<file path="config.mk">
export PLATFORM = sky130hd
export DESIGN_NAME = bcd_display_scan_ctrl_flat
export DESIGN_NICKNAME = d
export VERILOG_FILES = /design/src/rtl/bcd_display_scan_ctrl_if.sv /design/src/rtl/bcd_display_scan_ctrl.sv /design/src/flat_wrapper.sv
export SDC_FILE = /design/constraint.sdc
export NUM_CORES = 1
export LEC_CHECK = 0
export BUFFER_PORTS_ARGS = -buffer_cell sky130_fd_sc_hd__buf_2
export CORE_UTILIZATION = 32
export CTS_BUF_LIST = sky130_fd_sc_hd__clkbuf_8 sky130_fd_sc_hd__clkbuf_16
export DETAILED_ROUTE_END_ITERATION = 6
export PLACE_DENSITY = 0.58
export SETUP_SLACK_MARGIN = 0.02
export SYNTH_ARGS = -nofsm -noshare
export SYNTH_HDL_FRONTEND = slang
export SYNTH_SLANG_ARGS = --single-unit
</file>
<file path="constraint.sdc">
create_clock -name clk -period 2.4 [get_ports clk]
set_input_delay 0.12 -clock clk [delete_from_list [all_inputs] [get_ports clk]]
set_output_delay 0.12 -clock clk [all_outputs]
set_load 0.05 [all_outputs]
</file>
<file path="src/rtl/bcd_display_scan_ctrl_if.sv">
// rtl/bcd_display_scan_ctrl_if.sv - request and display bundle for bcd_display_scan_ctrl
interface bcd_display_scan_ctrl_if #(
  parameter int BIN_W = 14
);
  logic [BIN_W-1:0] bin_in;
  logic             load;
  logic             blank_lz;
  logic [3:0]       bcd_out;
  logic [3:0]       digit_en;
  logic             busy;
  logic             done;
  logic             ovf;

  modport master (
    output bin_in, load, blank_lz,
    input  bcd_out, digit_en, busy, done, ovf
  );

  modport slave (
    input  bin_in, load, blank_lz,
    output bcd_out, digit_en, busy, done, ovf
  );
endinterface

</file>
<file path="src/rtl/bcd_display_scan_ctrl.sv">
// rtl/bcd_display_scan_ctrl.sv - binary to BCD converter with four-digit multiplexed display scan
module bcd_display_scan_ctrl #(
  parameter int REFRESH_DIV = 50000,
  parameter int BIN_W       = 14
) (
  input logic                    clk,
  input logic                    rst,
  bcd_display_scan_ctrl_if.slave bus
);
  localparam int              PW         = $clog2(REFRESH_DIV);
  localparam logic [PW-1:0]   PRESC_LAST = PW'(REFRESH_DIV - 1);
  localparam logic [BIN_W-1:0] BIN_MAX   = BIN_W'(9999);
  localparam logic [3:0]      SHIFT_LAST = 4'(BIN_W - 1);

  typedef enum logic [1:0] {IDLE, SHIFT, COMMIT} state_t;

  state_t           state;
  logic [BIN_W-1:0] shreg;
  logic [15:0]      work;
  logic [15:0]      work_adj;
  logic [15:0]      disp;
  logic [3:0]       shift_cnt;
  logic             busy_r;
  logic             done_r;
  logic             ovf_r;
  logic [PW-1:0]    presc;
  logic [1:0]       scan_idx;
  logic [3:0]       zero;
  logic [3:0]       lead;

  always_comb begin
    work_adj = work;
    for (int i = 0; i < 4; i++) begin
      if (work[i*4 +: 4] >= 4'd5)
        work_adj[i*4 +: 4] = work[i*4 +: 4] + 4'd3;
    end
  end

  // Out-of-range inputs saturate so the display never shows a non-decimal nibble.
  always_ff @(posedge clk) begin
    if (rst) begin
      state     <= IDLE;
      shreg     <= '0;
      work      <= '0;
      disp      <= '0;
      shift_cnt <= '0;
      busy_r    <= 1'b0;
      done_r    <= 1'b0;
      ovf_r     <= 1'b0;
    end else begin
      done_r <= 1'b0;
      case (state)
        IDLE: begin
          if (bus.load) begin
            if (bus.bin_in > BIN_MAX) begin
              shreg <= BIN_MAX;
              ovf_r <= 1'b1;
            end else begin
              shreg <= bus.bin_in;
              ovf_r <= 1'b0;
            end
            work      <= '0;
            shift_cnt <= '0;
            busy_r    <= 1'b1;
            state     <= SHIFT;
          end
        end
        SHIFT: begin
          work      <= {work_adj[14:0], shreg[BIN_W-1]};
          shreg     <= {shreg[BIN_W-2:0], 1'b0};
          shift_cnt <= shift_cnt + 4'd1;
          if (shift_cnt == SHIFT_LAST)
            state <= COMMIT;
        end
        COMMIT: begin
          disp   <= work;
          done_r <= 1'b1;
          busy_r <= 1'b0;
          state  <= IDLE;
        end
        default: state <= IDLE;
      endcase
    end
  end

  always_ff @(posedge clk) begin
    if (rst) begin
      presc    <= '0;
      scan_idx <= '0;
    end else if (presc == PRESC_LAST) begin
      presc    <= '0;
      scan_idx <= scan_idx + 2'd1;
    end else begin
      presc <= presc + 1'b1;
    end
  end

  // lead[k]: digit k and every higher digit are zero; units is never a leading zero.
  always_comb begin
    for (int i = 0; i < 4; i++)
      zero[i] = (disp[i*4 +: 4] == 4'd0);
    lead[3] = zero[3];
    lead[2] = lead[3] & zero[2];
    lead[1] = lead[2] & zero[1];
    lead[0] = 1'b0;
  end

  assign bus.bcd_out  = disp[{scan_idx, 2'b00} +: 4];
  assign bus.digit_en = (bus.blank_lz && lead[scan_idx]) ? 4'b1111 : ~(4'b0001 << scan_idx);
  assign bus.busy     = busy_r;
  assign bus.done     = done_r;
  assign bus.ovf      = ovf_r;
endmodule

</file>
<file path="src/flat_wrapper.sv">
// flat-port wrapper written by rule: the top's interface ports become plain ports
module bcd_display_scan_ctrl_flat 
#(
  parameter int REFRESH_DIV = 50000,
  parameter int BIN_W       = 14
)
  (clk, rst, bus_bin_in, bus_load, bus_blank_lz, bus_bcd_out, bus_digit_en, bus_busy, bus_done, bus_ovf);
  bcd_display_scan_ctrl_if #(.BIN_W(BIN_W)) bus_i ();
  input logic clk;
  input logic rst;
  input wire logic [$bits(bus_i.bin_in)-1:0] bus_bin_in;
  input wire logic [$bits(bus_i.load)-1:0] bus_load;
  input wire logic [$bits(bus_i.blank_lz)-1:0] bus_blank_lz;
  output wire logic [$bits(bus_i.bcd_out)-1:0] bus_bcd_out;
  output wire logic [$bits(bus_i.digit_en)-1:0] bus_digit_en;
  output wire logic [$bits(bus_i.busy)-1:0] bus_busy;
  output wire logic [$bits(bus_i.done)-1:0] bus_done;
  output wire logic [$bits(bus_i.ovf)-1:0] bus_ovf;
  assign bus_i.bin_in = bus_bin_in;
  assign bus_i.load = bus_load;
  assign bus_i.blank_lz = bus_blank_lz;
  assign bus_bcd_out = bus_i.bcd_out;
  assign bus_digit_en = bus_i.digit_en;
  assign bus_busy = bus_i.busy;
  assign bus_done = bus_i.done;
  assign bus_ovf = bus_i.ovf;
  bcd_display_scan_ctrl #(.REFRESH_DIV(REFRESH_DIV), .BIN_W(BIN_W)) u_core (.clk(clk), .rst(rst), .bus(bus_i));
endmodule
</file>
After elaboration in Yosys (flattened, before gate mapping). Cells that the tools add are included.

Add/sub/neg operators: 7. Order comparisons: 6. Equal/unequal tests: 6. Shift-type cells: 2. Multiplexer cells: 21. Bitwise gates (word level): 3. Reductions and logical operators: 12.

Operators with widths (count): 16-bit one-hot mux with 2 select lines (1); 14-bit 2-to-1 mux (2); 14-bit one-hot mux with 2 select lines (1); 4-bit 2-to-1 mux (5); 16-bit by 1-bit adder with 16-bit output (second input constant) (1); 16-bit equality test (second input constant) (1); 4-bit by 3-bit greater-or-equal comparator with 1-bit output (second input constant) (4); 16-bit 2-to-1 mux (1); 16-bit by 5-bit variable part select with 4-bit output (1); 14-bit > comparator (second input constant) (1); 4-bit by 2-bit adder with 4-bit output (second input constant) (3); 4-bit logical NOT (3); 4-bit one-hot mux with 2 select lines (1); 2-bit AND reduction (4); 4-bit by 1-bit adder with 4-bit output (second input constant) (1); 4-bit equality test (second input constant) (1); 1-bit 2-to-1 mux (4); 2-bit 2-to-1 mux (2); 4-bit NOT (1); 2-bit one-hot mux with 2 select lines (1); 2-bit nonzero test (2); 1-bit by 2-bit left shift with 4-bit output (first input constant) (1); 3-bit by 2-bit adder with 3-bit output (second input constant) (1); 2-bit by 3-bit < comparator with 1-bit output (second input constant) (1); 12 further kinds (13).

Bits in registers: 73. Input bits: 18. Output and inout port bits: 11. Word-level logic and storage cells: 67.

Logic depth before layout (Yosys ltp). Gate-level depths: netlist (run 1).

Depth after elaboration: 7. Gate-level depth with buffers: 6. Mapped depth without buffers: 6.

Worst setup path before layout (run 1). No wires, ideal clock.

Path type: flip-flop to flip-flop. From: register u_core.presc[13]. To: register u_core.presc[15]. Data arrival time: 1.740 ns. Data required time: 2.285 ns. Path slack: 0.545 ns. Cell stages (with the launch flop): 6. Clock period less this slack: 1.855 ns. Cell sequence: dfxtp_1 or4b_4 or4_4 o21bai_4 buf_6 nor2_1.

Word-level cells in the longest chain between the ends: 2. Elaborated cells on any way between the ends: 3.

Ends and longest elaborated chain: start, declared (RTL line bcd_display_scan_ctrl.sv:26) `logic [PW-1:0] presc;`; start signal, assigned (RTL line bcd_display_scan_ctrl.sv:94) `presc <= presc + 1'b1;`; parallel branches: the longest is 2 deep, another holds 16-bit by 1-bit adder with 16-bit output.

Several ways; the timed one is not identified. A chain may end at the register's enable or synchronous reset.

Worst setup path after layout (run 1).
From: register u_core.presc[13]. To: register u_core.presc[12].

Word-level cells in the longest chain between the ends: 2.

Ends and longest elaborated chain: 16-bit equality test (RTL line bcd_display_scan_ctrl.sv:90) `end else if (presc == PRESC_LAST) begin`; 2-bit OR reduction (no source line).

No other way between the ends.

==> results of run 1 <==
-- routing by layer --
metal  global-route usage  wire length [um]  up-vias  share of wire
met3               0.0307               234        5          0.033
li1                     -                 -     1397              -
met4               0.0551                80        0          0.011
met2                0.203              3090       36           0.44
met1                0.183              3630     1281           0.52
met5                    0                 0        -              0
-- cells in the mapped netlist (all sizes together) (3+ instances only) --
library cell | count | area (um^2)
dfxtp | 73 | 1460
nor2 | 49 | 184
nand2 | 43 | 161
a21oi | 40 | 200
xnor2 | 17 | 149
clkbuf | 16 | 60.1
inv | 16 | 60.1
ha | 15 | 188
nand3 | 13 | 65.1
o21ai | 13 | 65.1
nor3 | 11 | 55.1
nand2b | 9 | 56.3
nor4 | 9 | 56.3
a22o | 8 | 70.1
a22oi | 6 | 45.0
nand4 | 5 | 31.3
mux2i | 4 | 40.0
mux4 | 4 | 90.1
o221a | 4 | 45.0
xor2 | 4 | 35.0
or2 | 3 | 18.8
or3 | 3 | 18.8
-- layout make-up --
class | count | area [um^2]
fillers | 1021 | 6100
clock inverters | 6 | 85.1
well taps | 133 | 166
repair buffers | 36 | 200
flip-flops and latches | 73 | 1460
clock buffers | 9 | 124
multi-input cells | 280 | 1750
inverters | 16 | 60.1
-- sequential cells by signal (all words and copies together) (netlist names) --
name              flops
u_core.state          2
u_core.bus.done       1
u_core.presc         16
u_core.disp          16
u_core.work          16
u_core.shreg         14
u_core.bus.busy       1
u_core.bus.ovf        1
u_core.scan_idx       2
u_core.shift_cnt      4
-- logic make-up (layout without fill, tap and decap cells) --
family	after synthesis	count (layout)	synth area share
fa+ha+maj	15	15	0.0560
xor+xnor	21	21	0.0549
flops	73	73	0.436
simple gates	157	157	0.223
compound gates	78	78	0.148
buf+inv	34	67	0.0403
mux	9	9	0.0422
-- metrics by stage --
step | power (mW) | hold WS [ps] | std cells | setup WS, ps | utilization
floorplan | 1.40 | 270 | 387 | 545 | -
global placement | 1.45 | 388 | 538 | 450 | 0.366
detailed placement | 1.46 | 390 | 538 | 425 | 0.366
CTS | 2.49 | 18.5 | 553 | 390 | 0.387
global route | 2.56 | 30.8 | 553 | 295 | 0.387
finish | 2.45 | 32.9 | 553 | 416 | 0.387
-- critical path, cell delays in order (launching register included) --
cell      delay (ps)
dfxtp_1          340
or4b_4           540
or4_4            550
o21bai_4         340
nor2_1            90
-- worst max path at each step --
stage	slack [ps]	cells after the start	from	endpoint
final	420	4	u_core.presc[13]	u_core.presc[12]
after global routing	300	5	u_core.disp[8]	bus_digit_en[3]
after CTS	390	4	u_core.presc[13]	u_core.presc[12]
after detailed placement	420	4	u_core.presc[13]	u_core.presc[10]
after global placement	450	4	u_core.presc[13]	u_core.presc[9]
after floorplan	550	5	u_core.presc[13]	u_core.presc[15]
-- power by group through the flow --
stage | Clock, mW | Sequential [mW] | Combinational (mW)
2_1_floorplan | 0 | 1.29 | 0.103
3_3_place_gp | 0 | 1.29 | 0.166
3_5_place_dp | 0 | 1.29 | 0.167
4_1_cts | 1.06 | 1.26 | 0.168
5_1_grt | 1.11 | 1.27 | 0.185
6_report | 1.03 | 1.26 | 0.166
==> impl_results.html, run 1 <==
<table>
<tr><th>Metric</th><th>Value</th></tr>
<tr><th colspan="2">Placed design</th></tr>
<tr><td>Routability congestion estimate</td><td>about 0.80</td></tr>
<tr><td>Placed cell area</td><td>0.00364 mm^2</td></tr>
<tr><td>Final HPWL from detailed placement</td><td>4860 um</td></tr>
<tr><td>Total of buffers placed on input and output ports</td><td>28</td></tr>
<tr><th colspan="2">Worst setup path</th></tr>
<tr><td>Launch point of the worst reg-to-reg path</td><td>u_core.presc[13]</td></tr>
<tr><td>Data arrival time of the critical path</td><td>2200 ps</td></tr>
<tr><td>Worst setup slack for register-to-register paths</td><td>about 420 ps</td></tr>
<tr><td>Type of element capturing the critical path</td><td>flop</td></tr>
<tr><td>Critical R2R Capture</td><td>u_core.presc[12]</td></tr>
<tr><td>Worst Path Max Fanout</td><td>15</td></tr>
<tr><td>Required time of the worst setup path</td><td>approximately 2600 ps</td></tr>
<tr><td>Element type at the critical path start</td><td>flop</td></tr>
<tr><td>Register-to-Register Path Depth</td><td>4</td></tr>
<tr><td>Class of the most critical setup path</td><td>reg -&gt; reg</td></tr>
<tr><th colspan="2">GRT</th></tr>
<tr><td>Maximum number of pins on one net before global-route repair</td><td>29</td></tr>
<tr><td>Initial antenna violation count</td><td>0</td></tr>
<tr><td>Overall overflow remaining after global route</td><td>0</td></tr>
<tr><td>Vias in the first global route</td><td>2503</td></tr>
<tr><td>Overall routing resource usage</td><td>0.134</td></tr>
<tr><td>First-pass GRT wire length</td><td>11900 um</td></tr>
<tr><th colspan="2">Floorplan</th></tr>
<tr><td>Full die area</td><td>0.0109 mm^2</td></tr>
<tr><td>Initial core utilization</td><td>0.336</td></tr>
<tr><td>Std-Cell Core Area</td><td>0.00995 mm^2</td></tr>
<tr><td>I/O pin count</td><td>29</td></tr>
<tr><td>Vertical extent of the die</td><td>around 100 um</td></tr>
<tr><td>Die X</td><td>104 um</td></tr>
<tr><td>Standard-cell rows</td><td>36</td></tr>
<tr><th colspan="2">Clock network</th></tr>
<tr><td>TritonCTS clock tree</td><td>done</td></tr>
<tr><td>Total CTS buffers</td><td>9</td></tr>
<tr><td>Clk slew on worst S/H paths</td><td>80 ps</td></tr>
<tr><td>Hold bufs inserted after CTS</td><td>0</td></tr>
<tr><td>Max Buffers Root-to-Sink</td><td>2</td></tr>
<tr><td>CTS resizes</td><td>0</td></tr>
<tr><td>Post-CTS setup buffer count</td><td>0</td></tr>
<tr><td>H-tree depth</td><td>3</td></tr>
<tr><td>Root buffer selected by CTS</td><td>clkbuf_8</td></tr>
<tr><td>CTS Sinks</td><td>73</td></tr>
<tr><td>Clock Latency Late Sink</td><td>340 ps</td></tr>
<tr><th colspan="2">Pwr</th></tr>
<tr><td>Clock group share of total power</td><td>0.418</td></tr>
<tr><td>Internal power summed over all cells</td><td>approximately 1.9 mW</td></tr>
<tr><td>Switch share</td><td>0.234</td></tr>
<tr><td>Net switching power figure</td><td>0.574 mW</td></tr>
<tr><td>Worst VDD drop</td><td>0.325 mV</td></tr>
<tr><td>Pwr dens</td><td>637 mW/mm^2</td></tr>
<tr><td>Leakage</td><td>1.42 nW</td></tr>
<tr><td>Comb pwr share</td><td>0.068</td></tr>
<tr><td>Sequential power share</td><td>0.514</td></tr>
<tr><th colspan="2">Yosys</th></tr>
<tr><td>Number of flops mapped to enable cells by yosys</td><td>0</td></tr>
<tr><td>Count of mapped cells out of synthesis</td><td>around 390</td></tr>
<tr><td>Sequential cell area fraction in the yosys report</td><td>0.436</td></tr>
<tr><td>Flip-flop and latch count after synthesis</td><td>73</td></tr>
<tr><td>Post-synthesis average cell area</td><td>8.65 um^2</td></tr>
<tr><td>Post-Syn Area</td><td>0.00335 mm^2</td></tr>
<tr><td>Async set or reset register ratio after synthesis</td><td>0</td></tr>
<tr><td>Post-synth cell types</td><td>39</td></tr>
<tr><td>Most used DFF post-synth</td><td>dfxtp_1</td></tr>
<tr><td>Post-synthesis net count</td><td>420</td></tr>
<tr><td>Number of warning messages in the yosys log</td><td>0</td></tr>
<tr><th colspan="2">Route</th></tr>
<tr><td>Routed WL per cell</td><td>12.7 um</td></tr>
<tr><td>Via/cell ratio</td><td>4.92</td></tr>
<tr><td>DRC violations left</td><td>0</td></tr>
<tr><td>Count of antenna-violating nets left after detailed routing</td><td>0</td></tr>
<tr><td>1st-iter DRT viols</td><td>126</td></tr>
<tr><td>Via count</td><td>2719</td></tr>
<tr><td>First-pass iteration count of the detailed router</td><td>4</td></tr>
<tr><td>Total length of routed wires</td><td>7040 um</td></tr>
<tr><th colspan="2">STA</th></tr>
<tr><td>Highest clock rate</td><td>504 MHz</td></tr>
<tr><td>Clock skew after layout</td><td>10.6 ps</td></tr>
<tr><td>Tightest slew margin relative to the limit</td><td>0.497</td></tr>
<tr><td>Hold violation total from the final report</td><td>0</td></tr>
<tr><td>Final critical-path share of the clock period</td><td>0.827</td></tr>
<tr><td>Slew at the pin closest to its max-slew limit</td><td>753 ps</td></tr>
<tr><td>Final setup viols</td><td>0</td></tr>
<tr><td>RSZ-0062 raised after global routing</td><td>no</td></tr>
<tr><td>Post-layout min period</td><td>1980 ps</td></tr>
<tr><td>Final Max Slew Viols</td><td>0</td></tr>
<tr><td>Setup TNS</td><td>0 ps</td></tr>
<tr><th colspan="2">Outcome</th></tr>
<tr><td>Run status</td><td>complete, no violations</td></tr>
<tr><th colspan="2">Job</th></tr>
<tr><td>Number of max-cap violations</td><td>0</td></tr>
<tr><th colspan="2">Worst hold path</th></tr>
<tr><td>Hold Path End</td><td>u_core.shreg[12]</td></tr>
<tr><td>Worst hold-check path type</td><td>in -&gt; reg</td></tr>
<tr><td>Origin of the worst min-delay path</td><td>bus_bin_in[12]</td></tr>
<tr><td>Worst Hold Path Cells</td><td>3</td></tr>
<tr><th colspan="2">Cells and area</th></tr>
<tr><td>Antenna diode count</td><td>0</td></tr>
<tr><td>Post-synthesis to final-layout area growth</td><td>14.9%</td></tr>
<tr><td>Leading cell type in the layout, fill and taps excluded</td><td>dfxtp_1</td></tr>
<tr><td>Area of all placed cells without fillers</td><td>a little under 0.004 mm^2</td></tr>
<tr><td>Fraction of final layout cells with drive strength greater than 1</td><td>0.160</td></tr>
<tr><td>Top library cells by usage in the layout, fill and taps aside</td><td>dfxtp_1, nor2_1, nand2_1</td></tr>
<tr><td>Final-stage net count</td><td>449</td></tr>
</table>
Note: power is estimated with default switching activity, not from simulation.
==> inputs of run 2 (changes only) <==
PLACE_DENSITY = 0.6   (was 0.58)
clock period = 1.64 ns   (was 2.4 ns; I/O delays follow)
==> impl_results.html, run 2 (synthesis results as in run 1) <==
<table>
<tr><th>Metric</th><th>Value</th></tr>
<tr><th colspan="2">Floorplan</th></tr>
<tr><td>Vertical extent of the die</td><td>104 um (unchanged)</td></tr>
<tr><td>Die X</td><td>104 um (unchanged)</td></tr>
<tr><td>I/O pin count</td><td>29 (unchanged)</td></tr>
<tr><td>Full die area</td><td>0.0109 mm^2 (unchanged)</td></tr>
<tr><td>Standard-cell rows</td><td>36 (unchanged)</td></tr>
<tr><td>Std-Cell Core Area</td><td>0.00995 mm^2 (unchanged)</td></tr>
<tr><td>Initial core utilization</td><td>0.336 (unchanged)</td></tr>
<tr><th colspan="2">Worst setup path</th></tr>
<tr><td>Class of the most critical setup path</td><td>reg -&gt; reg (unchanged)</td></tr>
<tr><td>Element type at the critical path start</td><td>flop (unchanged)</td></tr>
<tr><td>Launch point of the worst reg-to-reg path</td><td>u_core.presc[13] (unchanged)</td></tr>
<tr><td>Type of element capturing the critical path</td><td>flop (unchanged)</td></tr>
<tr><td>Worst Path Max Fanout</td><td>15 (unchanged)</td></tr>
<tr><td>Data arrival time of the critical path</td><td>2100 ps (was 2200 ps)</td></tr>
<tr><td>Register-to-Register Path Depth</td><td>5 (was 4)</td></tr>
<tr><td>First element of the critical path</td><td>u_core.presc[13] (unchanged)</td></tr>
<tr><td>Worst setup slack for register-to-register paths</td><td>-230 ps (was 420 ps)</td></tr>
<tr><td>Critical R2R Capture</td><td>u_core.presc[3] (was u_core.presc[12])</td></tr>
<tr><td>Required time of the worst setup path</td><td>1870 ps (was 2610 ps)</td></tr>
<tr><th colspan="2">Pwr</th></tr>
<tr><td>Pwr dens</td><td>795 mW/mm^2 (was 637 mW/mm^2)</td></tr>
<tr><td>Worst VDD drop</td><td>0.350 mV (was 0.325 mV)</td></tr>
<tr><td>Leakage</td><td>1.62 nW (was 1.42 nW)</td></tr>
<tr><th colspan="2">Cells and area</th></tr>
<tr><td>Top flop regs</td><td>u_core.disp: 16 flops, u_core.presc: 16 flops, u_core.work: 16 flops (unchanged)</td></tr>
<tr><td>Fraction of final layout cells with drive strength greater than 1</td><td>0.227 (was 0.160)</td></tr>
<tr><td>Leading cell type in the layout, fill and taps excluded</td><td>dfxtp_1 (unchanged)</td></tr>
<tr><td>Area taken by flip-flops and latches</td><td>0.00147 mm^2 (was 0.00146 mm^2)</td></tr>
<tr><td>Post-synthesis to final-layout area growth</td><td>25.1% (was 14.9%)</td></tr>
<tr><td>Antenna diode count</td><td>0 (unchanged)</td></tr>
<tr><td>Area of all placed cells without fillers</td><td>0.00419 mm^2 (was 0.00385 mm^2)</td></tr>
<tr><td>Total of fill cells in the finished design</td><td>987 (was 1021)</td></tr>
<tr><td>Final cell utilization of the core</td><td>0.421 (was 0.387)</td></tr>
<tr><td>Top library cells by usage in the layout, fill and taps aside</td><td>dfxtp_1, nor2_1, nand2_1 (unchanged)</td></tr>
<tr><td>Final-stage net count</td><td>482 (was 449)</td></tr>
<tr><td>Area of the multi-input gates</td><td>0.00182 mm^2 (was 0.00175 mm^2)</td></tr>
<tr><th colspan="2">Route</th></tr>
<tr><td>First-pass iteration count of the detailed router</td><td>5 (was 4)</td></tr>
<tr><td>Via count</td><td>2862 (was 2719)</td></tr>
<tr><td>1st-iter DRT viols</td><td>136 (was 126)</td></tr>
<tr><td>Routed WL per cell</td><td>12.6 um (was 12.7 um)</td></tr>
<tr><td>Count of antenna-violating nets left after detailed routing</td><td>0 (unchanged)</td></tr>
<tr><td>Total length of routed wires</td><td>7380 um (was 7040 um)</td></tr>
<tr><td>Via/cell ratio</td><td>4.88 (was 4.92)</td></tr>
<tr><td>DRC violations left</td><td>0 (unchanged)</td></tr>
<tr><th colspan="2">Clock network</th></tr>
<tr><td>TritonCTS clock tree</td><td>done (unchanged)</td></tr>
<tr><td>CTS Sinks</td><td>73 (unchanged)</td></tr>
<tr><td>Clk slew on worst S/H paths</td><td>70 ps (was 80 ps)</td></tr>
<tr><td>Total CTS buffers</td><td>9 (unchanged)</td></tr>
<tr><td>Max Buffers Root-to-Sink</td><td>2 (unchanged)</td></tr>
<tr><td>H-tree depth</td><td>3 (unchanged)</td></tr>
<tr><td>Root buffer selected by CTS</td><td>clkbuf_8 (unchanged)</td></tr>
<tr><td>Clock Latency Late Sink</td><td>340 ps (about the same)</td></tr>
<tr><th colspan="2">STA</th></tr>
<tr><td>Final Max Slew Viols</td><td>0 (unchanged)</td></tr>
<tr><td>Clock skew after layout</td><td>10.2 ps (was 10.6 ps)</td></tr>
<tr><td>Slew at the pin closest to its max-slew limit</td><td>455 ps (was 753 ps)</td></tr>
<tr><td>Fin worst setup slack</td><td>-226 ps (was 416 ps)</td></tr>
<tr><td>Hold Worst Slack</td><td>43.8 ps (was 32.9 ps)</td></tr>
<tr><td>Final critical-path share of the clock period</td><td>1.14 (was 0.827)</td></tr>
<tr><td>RSZ-0062 raised after global routing</td><td>yes (was no)</td></tr>
<tr><td>Final setup viols</td><td>20 (was 0)</td></tr>
<tr><td>Tightest slew margin relative to the limit</td><td>0.696 (was 0.497)</td></tr>
<tr><td>Post-layout min period</td><td>1870 ps (was 1980 ps)</td></tr>
<tr><td>Setup TNS</td><td>-3680 ps (was 0 ps)</td></tr>
<tr><td>Hold violation total from the final report</td><td>0 (unchanged)</td></tr>
<tr><td>Highest clock rate</td><td>536 MHz (was 504 MHz)</td></tr>
<tr><th colspan="2">GRT</th></tr>
<tr><td>Overall routing resource usage</td><td>0.141 (was 0.134)</td></tr>
<tr><td>Busiest layer in global routing</td><td>met2 (unchanged)</td></tr>
<tr><td>First-pass GRT wire length</td><td>12500 um (was 11900 um)</td></tr>
<tr><td>Initial antenna violation count</td><td>0 (unchanged)</td></tr>
<tr><td>Met2 Resource Use GR</td><td>0.219 (was 0.203)</td></tr>
<tr><td>Met1 Track Usage GR</td><td>0.190 (was 0.183)</td></tr>
<tr><td>Vias in the first global route</td><td>2698 (was 2503)</td></tr>
<tr><td>Maximum number of pins on one net before global-route repair</td><td>28 (was 29)</td></tr>
<tr><td>Overall overflow remaining after global route</td><td>0 (unchanged)</td></tr>
<tr><td>Met3 usage in global routing</td><td>0.0257 (was 0.0307)</td></tr>
<tr><th colspan="2">Placed design</th></tr>
<tr><td>Routability congestion estimate</td><td>0.781 (was 0.805)</td></tr>
<tr><td>Total of buffers placed on input and output ports</td><td>28 (unchanged)</td></tr>
<tr><td>Final HPWL from detailed placement</td><td>5220 um (was 4860 um)</td></tr>
<tr><td>Placed cell area</td><td>0.00383 mm^2 (was 0.00364 mm^2)</td></tr>
<tr><th colspan="2">Outcome</th></tr>
<tr><td>Run status</td><td>complete, but fails checks (was complete, no violations)</td></tr>
<tr><td>Violations in the final reports</td><td>setup timing</td></tr>
<tr><th colspan="2">Worst hold path</th></tr>
<tr><td>Worst hold-check path type</td><td>in -&gt; reg (unchanged)</td></tr>
<tr><td>Worst Hold Path Cells</td><td>3 (unchanged)</td></tr>
<tr><td>Hold Path End</td><td>u_core.shreg[2] (was u_core.shreg[12])</td></tr>
<tr><td>Origin of the worst min-delay path</td><td>bus_bin_in[2] (was bus_bin_in[12])</td></tr>
<tr><th colspan="2">Job</th></tr>
<tr><td>Number of max-cap violations</td><td>0 (unchanged)</td></tr>
</table>
==> run 2: report_power, final <==
group          total (mW)  leakage [nW]  internal, mW  switching (mW)
clock                1.21         0.101         0.569           0.640
combinational       0.280         0.921         0.121           0.159
sequential           1.84         0.595          1.81          0.0267
total                3.33          1.62          2.50           0.826
==> run 2: repair_timing <==
action                                  in CTS  in global routing
hold endpoints to repair                     8                  0
cloned                                       0                  0
setup buffers                                2                  1
endpoints found under the setup margin      25                 25
pin swaps                                    4                  2
hold buffers                                 7                  0
resized for setup                           17                  9
==> run 2: cell type report <==
cell class | count | area share
Tap cell | 133 | 0.0397
Timing Repair Buffer | 69 | 0.122
Multi-Input combinational cell | 280 | 0.434
Inverter | 16 | 0.0143
Sequential cell | 73 | 0.350
Clock buffer | 10 | 0.0328
Clock inverter | 6 | 0.00687
==> run 2: how the worst max path moves through the flow <==
stage / cells past startpoint / to / slack (ps)
2_1_floorplan: 5 / u_core.presc[15] / -210
3_5_place_dp: 5 / u_core.scan_idx[0] / -240
4_1_cts: 5 / u_core.presc[3] / -240
3_3_place_gp: 5 / u_core.scan_idx[1] / -210
6_report: 5 / u_core.presc[3] / -230
5_1_grt: 5 / u_core.presc[3] / -270
==> run 2: routing by layer <==
metal | part of all wire | vias up
met1 | 0.49 | 1322
met3 | 0.042 | 5
met2 | 0.46 | 64
met4 | 0.0087 | 0
met5 | 0 | -
li1 | - | 1471
==> run 2: critical path, cell delays in order, from the launching register on <==
cell and delay, ps:
dfxtp_2 320, or4b_4 530, or4_4 550, o21bai_4 150
buf_12 150, nor2_1 50
==> run 2: per-stage QoR <==
step / instances / setup slack [ps] / total power [mW]
floorplan: 387 / -211 / 2.05
global placement: 561 / -210 / 2.15
detailed placement: 561 / -237 / 2.15
CTS: 586 / -237 / 3.37
global route: 587 / -268 / 3.48
finish: 587 / -226 / 3.33
